File: src/rtl/matrix_op_engine.sv
// matrix_op_engine: element-wise multiply/add execution core.
// Pops operand pairs from the A/B FIFOs, computes A*B (shift-add, 32 cycles)
// or A+B (1 cycle), stores results in a small buffer read combinationally.
module matrix_op_engine #(
  parameter int DATA_W = 32,
  parameter int DEPTH  = 8,
  parameter int AW     = 3,
  parameter int CNT_W  = 4
) (
  input  logic              clk,
  input  logic              reset,
  input  logic              multi_op_start,
  input  logic              adder_op_start,
  input  logic              op_clear,
  input  logic [DATA_W-1:0] fifo0_dout,
  input  logic [CNT_W-1:0]  fifo0_count,
  output logic              fifo0_re,
  input  logic [DATA_W-1:0] fifo1_dout,
  input  logic [CNT_W-1:0]  fifo1_count,
  output logic              fifo1_re,
  input  logic [AW-1:0]     rAddr,
  output logic [DATA_W-1:0] result,
  output logic              adder_op_done,
  output logic              busy,
  output logic [AW:0]       elem_cnt
);

  localparam int BW = $clog2(DATA_W);
  localparam logic [AW:0] DEPTH_C = (AW+1)'(DEPTH);
  localparam logic [BW-1:0] BIT_LAST = '1;

  typedef enum logic [2:0] {
    S_IDLE, S_CHECK, S_LATCH, S_MUL, S_EXEC, S_WRITE, S_DONE
  } state_t;

  state_t            state_q;
  logic              op_mul_q;
  logic [AW:0]       cnt_q;
  logic              done_q;
  logic [DATA_W-1:0] mcand_q;
  logic [DATA_W-1:0] mplier_q;
  logic [DATA_W-1:0] acc_q;
  logic [BW-1:0]     bit_q;
  logic [DATA_W-1:0] buf_q [DEPTH];

  logic start_any;
  logic can_pop;
  logic pop;

  assign start_any = multi_op_start | adder_op_start;
  // An element is processed only while both sides have data and the buffer has room.
  assign can_pop   = (fifo0_count != '0) && (fifo1_count != '0) && (cnt_q != DEPTH_C);
  // The pop lives only in CHECK; a concurrent clear must leave the FIFOs untouched.
  assign pop       = (state_q == S_CHECK) && can_pop && !op_clear;

  assign fifo0_re      = pop;
  assign fifo1_re      = pop;
  assign adder_op_done = done_q;
  assign busy          = (state_q != S_IDLE) && (state_q != S_DONE);
  assign elem_cnt      = cnt_q;
  assign result        = buf_q[rAddr];

  // Control FSM with operand latch, shift-add multiplier and adder datapath.
  always_ff @(posedge clk or posedge reset) begin
    if (reset) begin
      state_q  <= S_IDLE;
      op_mul_q <= 1'b0;
      cnt_q    <= '0;
      done_q   <= 1'b0;
      mcand_q  <= '0;
      mplier_q <= '0;
      acc_q    <= '0;
      bit_q    <= '0;
    end else if (op_clear) begin
      state_q <= S_IDLE;
      cnt_q   <= '0;
      done_q  <= 1'b0;
    end else begin
      case (state_q)
        S_IDLE: begin
          if (start_any) begin
            op_mul_q <= multi_op_start;
            cnt_q    <= '0;
            done_q   <= 1'b0;
            state_q  <= S_CHECK;
          end
        end
        S_DONE: begin
          if (start_any) begin
            op_mul_q <= multi_op_start;
            cnt_q    <= '0;
            done_q   <= 1'b0;
            state_q  <= S_CHECK;
          end else begin
            done_q <= 1'b1;
          end
        end
        S_CHECK: begin
          state_q <= can_pop ? S_LATCH : S_DONE;
        end
        S_LATCH: begin
          mcand_q  <= fifo0_dout;
          mplier_q <= fifo1_dout;
          acc_q    <= '0;
          bit_q    <= '0;
          state_q  <= op_mul_q ? S_MUL : S_EXEC;
        end
        S_MUL: begin
          // One multiplier bit per cycle; bits shifted past DATA_W drop out (mod 2^DATA_W).
          acc_q    <= acc_q + (mplier_q[0] ? mcand_q : '0);
          mcand_q  <= mcand_q << 1;
          mplier_q <= mplier_q >> 1;
          bit_q    <= bit_q + BW'(1);
          if (bit_q == BIT_LAST) state_q <= S_WRITE;
        end
        S_EXEC: begin
          acc_q   <= mcand_q + mplier_q;
          state_q <= S_WRITE;
        end
        S_WRITE: begin
          cnt_q   <= cnt_q + (AW+1)'(1);
          state_q <= S_CHECK;
        end
        default: state_q <= S_IDLE;
      endcase
    end
  end

  // Result buffer: cleared by reset/op_clear, one entry written per element in WRITE.
  always_ff @(posedge clk or posedge reset) begin
    if (reset) begin
      for (int i = 0; i < DEPTH; i++) buf_q[i] <= '0;
    end else if (op_clear) begin
      for (int i = 0; i < DEPTH; i++) buf_q[i] <= '0;
    end else if (state_q == S_WRITE) begin
      buf_q[cnt_q[AW-1:0]] <= acc_q;
    end
  end

endmodule

File: config.mk
export PLATFORM = sky130hd
export DESIGN_NAME = matrix_op_engine
export DESIGN_NICKNAME = d
export VERILOG_FILES = /design/src/rtl/matrix_op_engine.sv
export SDC_FILE = /design/constraint.sdc
export NUM_CORES = 1
export LEC_CHECK = 0
export BUFFER_PORTS_ARGS = -buffer_cell sky130_fd_sc_hd__buf_2
export CAP_MARGIN = 30
export CORE_MARGIN = 2
export CORE_UTILIZATION = 53
export DETAILED_ROUTE_END_ITERATION = 16
export HOLD_SLACK_MARGIN = 0.15
export PLACE_DENSITY_LB_ADDON = 0.3
export SLEW_MARGIN = 5
export SYNTH_ARGS = -nofsm -noshare
export SYNTH_HDL_FRONTEND = slang
export SYNTH_SLANG_ARGS = --single-unit
File: constraint.sdc
create_clock -name clk -period 11.7 [get_ports clk]
set_clock_uncertainty 0.05 [all_clocks]
set_input_delay 2.34 -clock clk [delete_from_list [all_inputs] [get_ports clk]]
set_output_delay 2.34 -clock clk [all_outputs]
set_load 0.02 [all_outputs]
# ---- Word level (Yosys, flattened, before mapping)
# Cells that the tools add are included.
dict set report word_totals {
  register_bits 366
  inputBits 80
  output_inout_bits 40
  elab_cells 88
}
dict set report op_classes {
  n_addsub 4
  magnitude_cmp 3
  eq_ne 12
  mux 26
  n_bitwise 4
  n_reduce_logical 23
}
# operator count
set op_table {}
lappend op_table {{2-to-1 mux 256 bit} 2}
lappend op_table {{bitwise mux 256 bit} 1}
lappend op_table {{2-to-1 mux 32 bit} 4}
lappend op_table {{case mux 32 bit (2 select lines)} 2}
lappend op_table {{binary-select mux 32 bit (select 3 bit)} 1}
lappend op_table {{demux 32 bit (select 3 bit)} 1}
lappend op_table {{case mux 32 bit (3 select lines)} 1}
lappend op_table {{adder 32 bit} 2}
lappend op_table {{case mux 3 bit (6 select lines)} 1}
lappend op_table {{2-to-1 mux 3 bit} 5}
lappend op_table {{nonzero test 3 bit} 4}
lappend op_table {{case mux 5 bit (2 select lines)} 1}
lappend op_table {{AND reduction 2 bit} 5}
lappend op_table {{== test 3 bit, second input constant} 3}
lappend op_table {{inequality test 3 bit, second input constant} 3}
lappend op_table {{>= comparator 4 bit, second input constant} 2}
lappend op_table {{2-to-1 mux 4 bit} 2}
lappend op_table {{inverter 3 -> 4 bit} 2}
lappend op_table {{case mux 4 bit (2 select lines)} 1}
lappend op_table {{nonzero test 4 bit} 2}
lappend op_table {{== test 3 x 2 -> 1 bit, second input constant} 2}
lappend op_table {{logical AND 1 bit} 6}
lappend op_table {{adder 5 x 1 -> 5 bit, second input constant} 1}
lappend op_table {{== test 5 bit, second input constant} 1}
lappend op_table {{other kinds (14)} 17}

# ---- Longest topological paths before layout
# Gate-level depths: netlist (run 1).
dict set report logic_depth {
  ltp_word 8
  ltp_mapped 13
  depth_no_buf 12
}

# ---- Least setup slack after synthesis (run 1)
# No wires, ideal clock.
dict set report synth_timing {
  kind {in2out}
  from {in rAddr[1]}
  to {out result[21]}
  arrival_time_ps 4259
  required_ps 9310
  slack_ps 5051
  stages 4
  path_buffers 2
  cell_sequence {clkbuf_1 -> buf_1 -> mux4_2 -> mux2_2}
}
dict set report synth_via {
  elab_chain_len 4
}
# element line
set synth_lines {}
lappend synth_lines {{start, declared} 21} ;# input logic [AW-1:0] rAddr,
lappend synth_lines {{inverter 3 -> 4 bit (implied by the code)} 61} ;# assign result = buf_q[rAddr];
lappend synth_lines {{binary-select mux 32 bit (select 3 bit)} 61}
lappend synth_lines {{2-to-1 mux 32 bit (implied by the code) (2 in series)} 61}
lappend synth_lines {{end, declared} 22} ;# output logic [DATA_W-1:0] result,
# Every way passes these cells. The select of a mux whose other input is x is not followed.

# ---- Final worst setup path (run 1)
dict set report layout_timing {
  from {in rAddr[0]}
  to {out result[10]}
}
# Same word-level chain as after synthesis.

==> results of run 1 <==
==> critical path, stage by stage <==
cell and delay (ps):
buf_4 340, buf_4 760, mux4_2 590, mux2_2 320, buf_2 170
==> final timing paths <==
check                                          to  slack, ps  depth (start not counted)
min in group asynchronous    acc_q[1]$_DFFE_PP0P_       1870                          2
min reg2reg                  bit_q[2]$_DFFE_PP0P_        470                          1
max                                    result[10]       4760                          5
max in group asynchronous  buf_q[127]$_DFFE_PP0P_       7670                          4
min                          bit_q[2]$_DFFE_PP0P_        470                          1
max reg2reg                 acc_q[30]$_DFFE_PP0P_       7900                         13
==> per-stage QoR <==
step / total power [mW] / instance area [µm²] / worst slack [ps]
2_1_floorplan: 2.80 / 20400 / 4400
3_3_place_gp: 3.16 / 21200 / 4770
3_5_place_dp: 3.20 / 21300 / 4750
4_1_cts: 4.54 / 22600 / 4740
5_1_grt: 4.83 / 22800 / 4620
6_report: 4.56 / 22800 / 4760
==> cell usage in the layout (no fill, tap or decap), types with 5 or more instances in the layout <==
master	instances
mux4_2	64
nor2_1	72
clkbuf_8	5
a21o_1	31
clkbuf_1	5
o21ai_0	115
nand2b_1	6
buf_4	21
inv_1	20
nand4_1	7
o21ai_1	8
o22ai_1	65
a22oi_1	34
nor2b_1	8
o31ai_1	5
buf_2	117
o21a_1	8
nand3_1	20
and2_1	34
bufinv_16	7
nand2_1	624
a211oi_1	5
or3_1	5
a21oi_1	301
ha_1	66
nor3_1	7
clkinv_2	6
mux2_2	33
buf_16	7
a221oi_1	7
xor2_1	25
dfrtp_1	366
clkbuf_16	40
a31oi_1	11
and3_1	11
xnor2_1	30
a211o_1	5
o21bai_1	9
==> layer usage <==
layer | wire length, µm | vias to the layer above | global-route usage (%)
li1 | - | 7960 | -
met1 | 24600 | 8482 | 40.1
met2 | 26800 | 668 | 45.2
met3 | 4260 | 130 | 4.10
met4 | 1870 | 0 | 11.1
met5 | 0 | - | 0
==> flip-flops by register name, summed over array words and instances (netlist names) <==
| register | cells |
|---|---|
| mplier_q | 32 |
| buf_q | 256 |
| bit_q | 5 |
| mcand_q | 32 |
| op_mul_q | 1 |
| state_q | 3 |
| elem_cnt | 4 |
| acc_q | 32 |
| adder_op_done | 1 |
==> final cells by class <==
cell class | instances | area [µm²]
multi-input cells | 1700 | 10500
clock inverters | 16 | 273
fillers | 3258 | 15000
well taps | 511 | 639
flip-flops and latches | 366 | 9160
clock buffers | 50 | 1090
repair buffers | 151 | 1040
inverters | 21 | 82.6
==> cell families (layout without fill, tap and decap cells) <==
group                      count (synthesis)  in the layout
AOI/OAI and AO/OA                        641            641
xor gates and xnor gates                  55             55
buffers and inverters                    214            238
adders and majority gates                 68             68
and+or+nand+nor                          837            837
muxes                                     99             99
DFF                                      366            366
==> power by group through the flow <==
| stage | logic, mW | registers [mW] | clock network [mW] |
|---|---|---|---|
| after detailed placement | 1.42 | 1.78 | 0 |
| after floorplan | 1.25 | 1.55 | 0 |
| after global routing | 1.65 | 1.79 | 1.40 |
| after global placement | 1.39 | 1.78 | 0 |
| after CTS | 1.43 | 1.76 | 1.35 |
| final | 1.47 | 1.76 | 1.33 |
==> out/qor.yml, run 1 <==
status: "finished clean"
fin_crit_sh_pct: 59.3
via_per_inst: 6.12
nets: 2428
ys_seq_elements: 366
fp-row-count: 71
synth_fp_nets: 2428
crit_arrival_ps: 4550
antenna_found_initial: 0
seq_power_share_pct: 38.5
synth_cell_type_count: 72
critPathMaxFanout: 45
ctsHoldBuffers: 0
insertion_delay_ps: 560
dp_hpwl_mm: 36.7
dieWidth_um: 200
cts_resized: 0
yosys_most_used_dff: "dfrtp_1"
power_density_mw_per_mm2: 200
tns_ps: 0
fmax_mhz: 144
fin_crit_ps: 6940
syn_to_final_growth_pct: 11.6
synthMuxAreaShare_pct: 8.98
yosysMostFrequentCell: "nand2_1"
seq_area_frac_synth_pct: 44.9
p_sw_mw: 1.74
grt_pass1_vias: 16900
netSwitchingFraction_pct: 38.1
required_ps: 9310
dieArea_mm2: 0.0401
setup-violations-final: 0
drtIter0Drc: 1345
startpoint: "rAddr[0]"
reg2reg_from: "mplier_q[0]$_DFFE_PP0P_"
die_height_um: 200
dp_cells: 2743
grt_use_total_pct: 28.6
synth_top_family_by_area: "compound AO/OA/AOI/OAI gates"
yosys_warnings: 0
cts.sinks: 366
synthTopCellsByCount: "626 x nand2_1, 366 x dfrtp_1, 301 x a21oi_1, 176 x clkbuf_1, 115 x o21ai_0"
drtPass1Iterations: 6
htreeDepth: 2
async_flop_share_pct: 100
place_congestion: 0.932
synthAdderAreaFrac_pct: 4.24
comb_power_share_pct: 32.3
hold_class: "flip-flop to flip-flop"
drt-total-wl_mm: 57.5
cts_buffer_depth: 3
endpoint_kind: "output port"
netlist_area_mm2: 0.0204
postSynthCellCount: 2280
grt_max_degree: 192
power_leakage_nw: 10.0
maxSlewHeadroom_pct: 25.5
io_buffers: 119
syn-mean-instance-area_um2: 8.95
hold_viol: 0
yosys.area.top_type: "dfrtp_1"
synth_compound_area_share_pct: 18.4
numCtsBuffers: 40
internal_power_mw: 2.82
drive_gt1_share_pct: 15.0
ir_worst_vdd_v: 0.000179
maxSlewViolCount: 0
clk_pin_slew_ps: 50
synth_edf_count: 0
ant_nets: 0
vias: 17200
start_util_pct: 54.0
max-cap-violations: 0
drcViolationCount: 0
postCtsSetupBuffers: 0
ios: 120
layoutNonFillerInstCount: 2815
grt_overflow: 0
wl_per_cell_um: 20.4
synthSimpleGateAreaFrac_pct: 17.1
hp-start: "bit_q[2]$_DFFE_PP0P_"
tightest_slew_ps: 1120
setup.worst_path.start_class: "input pin"
cts-root-buf: "clkbuf_16"
path_class: "input pin to output port"
rsz0062_at_grt: "no"
synth_area_leaders: "dfrtp_1 45%, nand2_1 12%, a21oi_1 7.4%"
cts_tree: "built"
insertedDiodeCount: 0
pwr-share-clk_pct: 29.2
fp.coreArea_mm2: 0.0378
synth-xor-area-share_pct: 2.36
grt_pass1_wl_mm: 91.9
hold_ws_ps: 468
synth_top_area_share_pct: 44.9
final_util_pct: 60.3
No activity file was read; power rests on OpenSTA's default activity.
==> run 2: changes to the inputs <==
clock period = 7.25 ns   (was 11.7 ns; I/O delays follow)
==> run 2 against run 1 <==
Against the previous run: via count fell by 0.47%; clock power rose by 61%; wire length fell by 0.40%; cell area fell by 0.24%; critical path type unchanged; largest power group unchanged.
==> out/qor.yml, run 2 (synthesis results as in run 1) <==
path_class: "input pin to output port"
final_cell_mix: "624 x nand2_1, 366 x dfrtp_1, 301 x a21oi_1"
fin_ws_ps: 2150  # -2610 ps
ant_nets: 0  # unchanged
clk_pin_slew_ps: 60  # about the same
cts_buffer_depth: 3  # unchanged
ctsHoldBuffers: 0  # unchanged
drtIter0Drc: 1644  # +22%
fp-row-count: 71  # unchanged
placed_area_mm2: 0.0212  # about the same
endpoint_kind: "output port"
cts_tree: "built"
die_height_um: 200  # unchanged
ir_worst_vdd_v: 0.000236  # +32%
syn_to_final_growth_pct: 11.4
maxSlewHeadroom_pct: 14.6  # -11 points
cts-root-buf: "clkbuf_16"
mostFrequentLayoutCell: "nand2_1"
grt_use_total_pct: 28.4  # -0.15 points
numCtsBuffers: 40  # unchanged
setup-violations-final: 0  # unchanged
drcViolationCount: 0  # unchanged
required_ps: 5750  # -3560 ps
grt_pass1_wl_mm: 91.4  # -0.48%
dp_hpwl_mm: 36.6  # -0.19%
antenna_found_initial: 0  # unchanged
ios: 120  # unchanged
insertedDiodeCount: 0  # unchanged
largest_register_ff_count: 256  # unchanged
hold_class: "flip-flop to flip-flop"
crit_arrival_ps: 3600  # -950 ps
final_area_mm2: 0.0227  # -0.24%
power_leakage_nw: 10.0  # -0.21%
start_util_pct: 54.0  # unchanged
fp.coreArea_mm2: 0.0378  # unchanged
largest-register: "buf_q"
layoutNonFillerInstCount: 2817  # +0.071%
place_congestion: 0.951  # +2.0%
fin_crit_sh_pct: 70.4
tightest_slew_ps: 1280  # +162 ps
wl_per_cell_um: 20.3  # -0.47%
hold_viol: 0  # unchanged
postCtsSetupBuffers: 0  # unchanged
dieWidth_um: 200  # unchanged
grt_overflow: 0  # unchanged
status: "finished clean"
via_per_inst: 6.09  # -0.54%
cts.sinks: 366  # unchanged
place_ws_ps: 2140  # -2610 ps
dieArea_mm2: 0.0401  # unchanged
drive_gt1_share_pct: 15.0  # about the same
insertion_delay_ps: 570  # about the same
fin_crit_ps: 5100
tns_ps: 0  # unchanged
io_buffers: 119  # unchanged
power_density_mw_per_mm2: 324  # +62%
power_mw: 7.36  # +61%
dp_cells: 2742  # -0.036%
htreeDepth: 2  # unchanged
setup.worst_path.start_class: "input pin"
drt-total-wl_mm: 57.3  # -0.40%
max-cap-violations: 0  # unchanged
maxSlewViolCount: 0  # unchanged
nets: 2425  # -0.12%
cts_resized: 0  # unchanged
drtPass1Iterations: 6  # unchanged
vias: 17200  # -0.47%
critPathMaxFanout: 48  # +6.7%
rsz0062_at_grt: "no"
grt_pass1_vias: 16900  # -0.20%
fmax_mhz: 196
grt_max_degree: 237  # +23%
run 2: per-stage QoR:
step / util [%] / hold slack (ps)
floorplan: - / 415
finish: 60.2 / 464
global placement: 56.1 / 441
CTS: 59.9 / 463
global route: 60.2 / 482
detailed placement: 56.3 / 456
run 2: power breakdown:
| part | internal (mW) | switching (mW) |
|---|---|---|
| registers | 2.30 | 0.562 |
| logic | 0.934 | 1.42 |
| clock network | 1.27 | 0.872 |
run 2: final timing paths:
path / start / endpoint / slack [ps] / cells past startpoint
worst max-delay path: rAddr[0] / result[4] / 2150 / 5
worst min-delay path: bit_q[2]$_DFFE_PP0P_ / bit_q[2]$_DFFE_PP0P_ / 460 / 1
worst max register to register: mplier_q[0]$_DFFE_PP0P_ / acc_q[30]$_DFFE_PP0P_ / 3160 / 12
worst min register to register: bit_q[2]$_DFFE_PP0P_ / bit_q[2]$_DFFE_PP0P_ / 460 / 1
max in group asynchronous: reset / bit_q[4]$_DFFE_PP0P_ / 5040 / 3
min in group asynchronous: reset / acc_q[7]$_DFFE_PP0P_ / 750 / 2
run 2: cell type report:
| class | instances | area (µm²) |
|---|---|---|
| fill | 3196 | 15000 |
| multi-input combinational | 1700 | 10500 |
| sequential | 366 | 9160 |
| clock buffer | 56 | 1160 |
| timing repair buffer | 148 | 972 |
| tap | 511 | 639 |
| clock inverter | 15 | 211 |
| inverter | 21 | 82.6 |
run 2: layer usage:
metal,routed length (µm),global-route usage (%),vias up
met1,23800,38.4,8334
met3,4500,4.56,130
met4,1650,9.17,0
met5,0,0,-
met2,27300,47.2,726
li1,-,-,7969
run 2: critical path, cell delays in order:
cell and delay (ps):
buf_4 660, buf_4 460, mux4_2 540, mux2_2 300, buf_2 160
==> run 3: changes to the inputs <==
clock period = 4.6 ns   (was 7.25 ns; I/O delays follow)
==> run 3 against run 2 <==
Against the previous run: combinational power up 60%; clock-buffer cell count up 5; register-to-register slack worse by 2200 ps; largest power group unchanged.
==> out/qor.yml, run 3 (synthesis results as in run 1) <==
status: "finished clean"
dieArea_mm2: 0.0401  # unchanged
final_cell_mix: "624 x nand2_1, 366 x dfrtp_1, 301 x a21oi_1"
fin_crit_sh_pct: 81.8
cts_tree: "built"
cts-root-buf: "clkbuf_16"
setup-violations-final: 0  # unchanged
grt_overflow: 0  # unchanged
cts_resized: 0  # unchanged
insertedDiodeCount: 0  # unchanged
insertion_delay_ps: 580  # about the same
grt_pass1_vias: 16700  # -0.99%
mostFrequentLayoutCell: "nand2_1"
drtIter0Drc: 1551  # -5.7%
drtPass1Iterations: 6  # unchanged
start_util_pct: 54.0  # unchanged
rsz0062_at_grt: "no"
drcViolationCount: 0  # unchanged
netSwitchingFraction_pct: 39.1  # +0.31 points
htreeDepth: 2  # unchanged
path_class: "flip-flop to output port"
maxSlewViolCount: 0  # unchanged
crit-reg2reg-capture: "acc_q[31]$_DFFE_PP0P_"
p_sw_mw: 4.53  # +59%
rrSetupSlack_ps: 940  # -2220 ps
hold_class: "input pin to async pin"
antenna_found_initial: 0  # unchanged
maxSlewHeadroom_pct: 22.9  # +8.2 points
dieWidth_um: 200  # unchanged
clk_pin_slew_ps: 60  # about the same
fp-row-count: 71  # unchanged
die_height_um: 200  # unchanged
nFillCells: 3299  # +3.2%
cpMaxStageDelayCell: "dfrtp_1"
power_density_mw_per_mm2: 509  # +57%
numCtsBuffers: 40  # unchanged
comb_power_share_pct: 32.4  # +0.4 points
power_leakage_nw: 10.0  # +0.12%
endpoint_kind: "output port"
vias: 17200  # +0.029%
required_ps: 3630  # -2120 ps
drt-total-wl_mm: 58.0  # +1.3%
postCtsSetupBuffers: 0  # unchanged
setup.worst_path.start_class: "flip-flop"
crit_arrival_ps: 2790  # -810 ps
internal_power_mw: 7.05  # +57%
grt_use_total_pct: 28.9  # +0.43 points
final_area_mm2: 0.0228  # +0.17%
cts.sinks: 366  # unchanged
place_congestion: 0.896  # -5.7%
max-cap-violations: 0  # unchanged
max_stage_delay_ps: 610  # -50 ps
io_buffers: 119  # unchanged
wl_per_cell_um: 20.5  # +0.96%
placed_area_mm2: 0.0214  # +0.58%
largest-register: "buf_q"
crit_path_end: "fifo1_re"
critPathMaxFanout: 11  # -77%
fin_crit_ps: 3760
final_util_pct: 60.3  # +0.099 points
hold_viol: 0  # unchanged
drive_gt1_share_pct: 15.1  # +0.11 points
dp_hpwl_mm: 37.0  # +1.0%
startpoint: "elem_cnt[1]$_DFFE_PP0P_"
tightest_slew_ps: 1160  # -123 ps
reg2reg_from: "mplier_q[0]$_DFFE_PP0P_"
fmax_mhz: 266
syn_to_final_growth_pct: 11.6
largest_register_ff_count: 256  # unchanged
ant_nets: 0  # unchanged
ios: 120  # unchanged
via_per_inst: 6.07  # -0.29%
cts_buffer_depth: 3  # unchanged
r2r_cells: 12  # unchanged
grt_max_degree: 227  # -4.2%
ir_worst_vdd_v: 0.000378  # +60%
pwr-share-clk_pct: 28.8  # -0.3 points
seq_power_share_pct: 38.9  # about the same
fp.coreArea_mm2: 0.0378  # unchanged
grt_pass1_wl_mm: 92.7  # +1.4%
ctsHoldBuffers: 0  # unchanged
crit_path_cell_trace: "inv_1, ha_1, nand2_1, nor2_1, or4_1, nor4b_1, buf_2"
dp_cells: 2751  # +0.33%
nets: 2431  # +0.25%
layoutNonFillerInstCount: 2826  # +0.32%
run 3: changes by cell type in the layout (fill, tap and decap cells not counted), moves of 2 or more:
| cell | previous run | this run |
|---|---|---|
| buf_12 | 4 | 11 |
| buf_16 | 5 | 0 |
| buf_4 | 21 | 25 |
| clkbuf_1 | 7 | 11 |
| clkbuf_8 | 8 | 10 |
| clkinv_16 | 0 | 2 |
| inv_16 | 2 | 0 |
run 3: layer usage:
layer  share of wire (%)  wire length, µm  vias to the layer above  track usage [%]
met2                  48            27800                      647             47.6
met5                   0                0                        -                0
li1                    -                -                     7972                -
met3                 7.2             4190                       91             4.18
met1                  42            24500                     8454             39.8
met4                 2.6             1510                        0             8.61
run 3: critical path, delay by kind of cell (launching register included):
| kind | cells | cell delay (ps) |
|---|---|---|
| buffers and inverters | 2 | 460 |
| flip-flops | 1 | 610 |
| adder cells (fa/ha/maj) | 1 | 230 |
| AND/OR/NAND/NOR | 4 | 940 |
run 3: worst min-delay path by stage:
stage | to | slack, ps | depth (start not counted)
2_1_floorplan | bit_q[2]$_DFFE_PP0P_ | 410 | 1
3_3_place_gp | bit_q[2]$_DFFE_PP0P_ | 440 | 1
3_5_place_dp | bit_q[4]$_DFFE_PP0P_ | 450 | 1
4_1_cts | buf_q[75]$_DFFE_PP0P_ | 220 | 2
5_1_grt | buf_q[75]$_DFFE_PP0P_ | 230 | 2
6_report | buf_q[107]$_DFFE_PP0P_ | 230 | 2
run 3: cell type report:
type / instances / area [µm²] / area share, %
Sequential cell: 366 / 9160 / 40.2
Tap cell: 511 / 639 / 2.81
Timing Repair Buffer: 154 / 1000 / 4.41
Clock buffer: 61 / 1180 / 5.18
Inverter: 21 / 82.6 / 0.363
Clock inverter: 13 / 204 / 0.896
Multi-Input combinational cell: 1700 / 10500 / 46.1
run 3: power groups by stage:
stage	clock, mW	combinational, mW	sequential, mW
after floorplan	0	3.18	3.94
after global placement	0	3.60	4.52
after detailed placement	0	3.67	4.54
after CTS	3.37	3.70	4.48
after global routing	3.50	4.17	4.57
final	3.34	3.75	4.50
run 3: stage by stage:
step	power (mW)	setup TNS (ps)	hold WS, ps	worst slack [ps]
CTS	11.6	0	216	819
floorplan	7.12	-468550	415	-1280
global route	12.2	0	230	646
global placement	8.12	0	438	1070
finish	11.6	0	229	838
detailed placement	8.21	0	451	1000
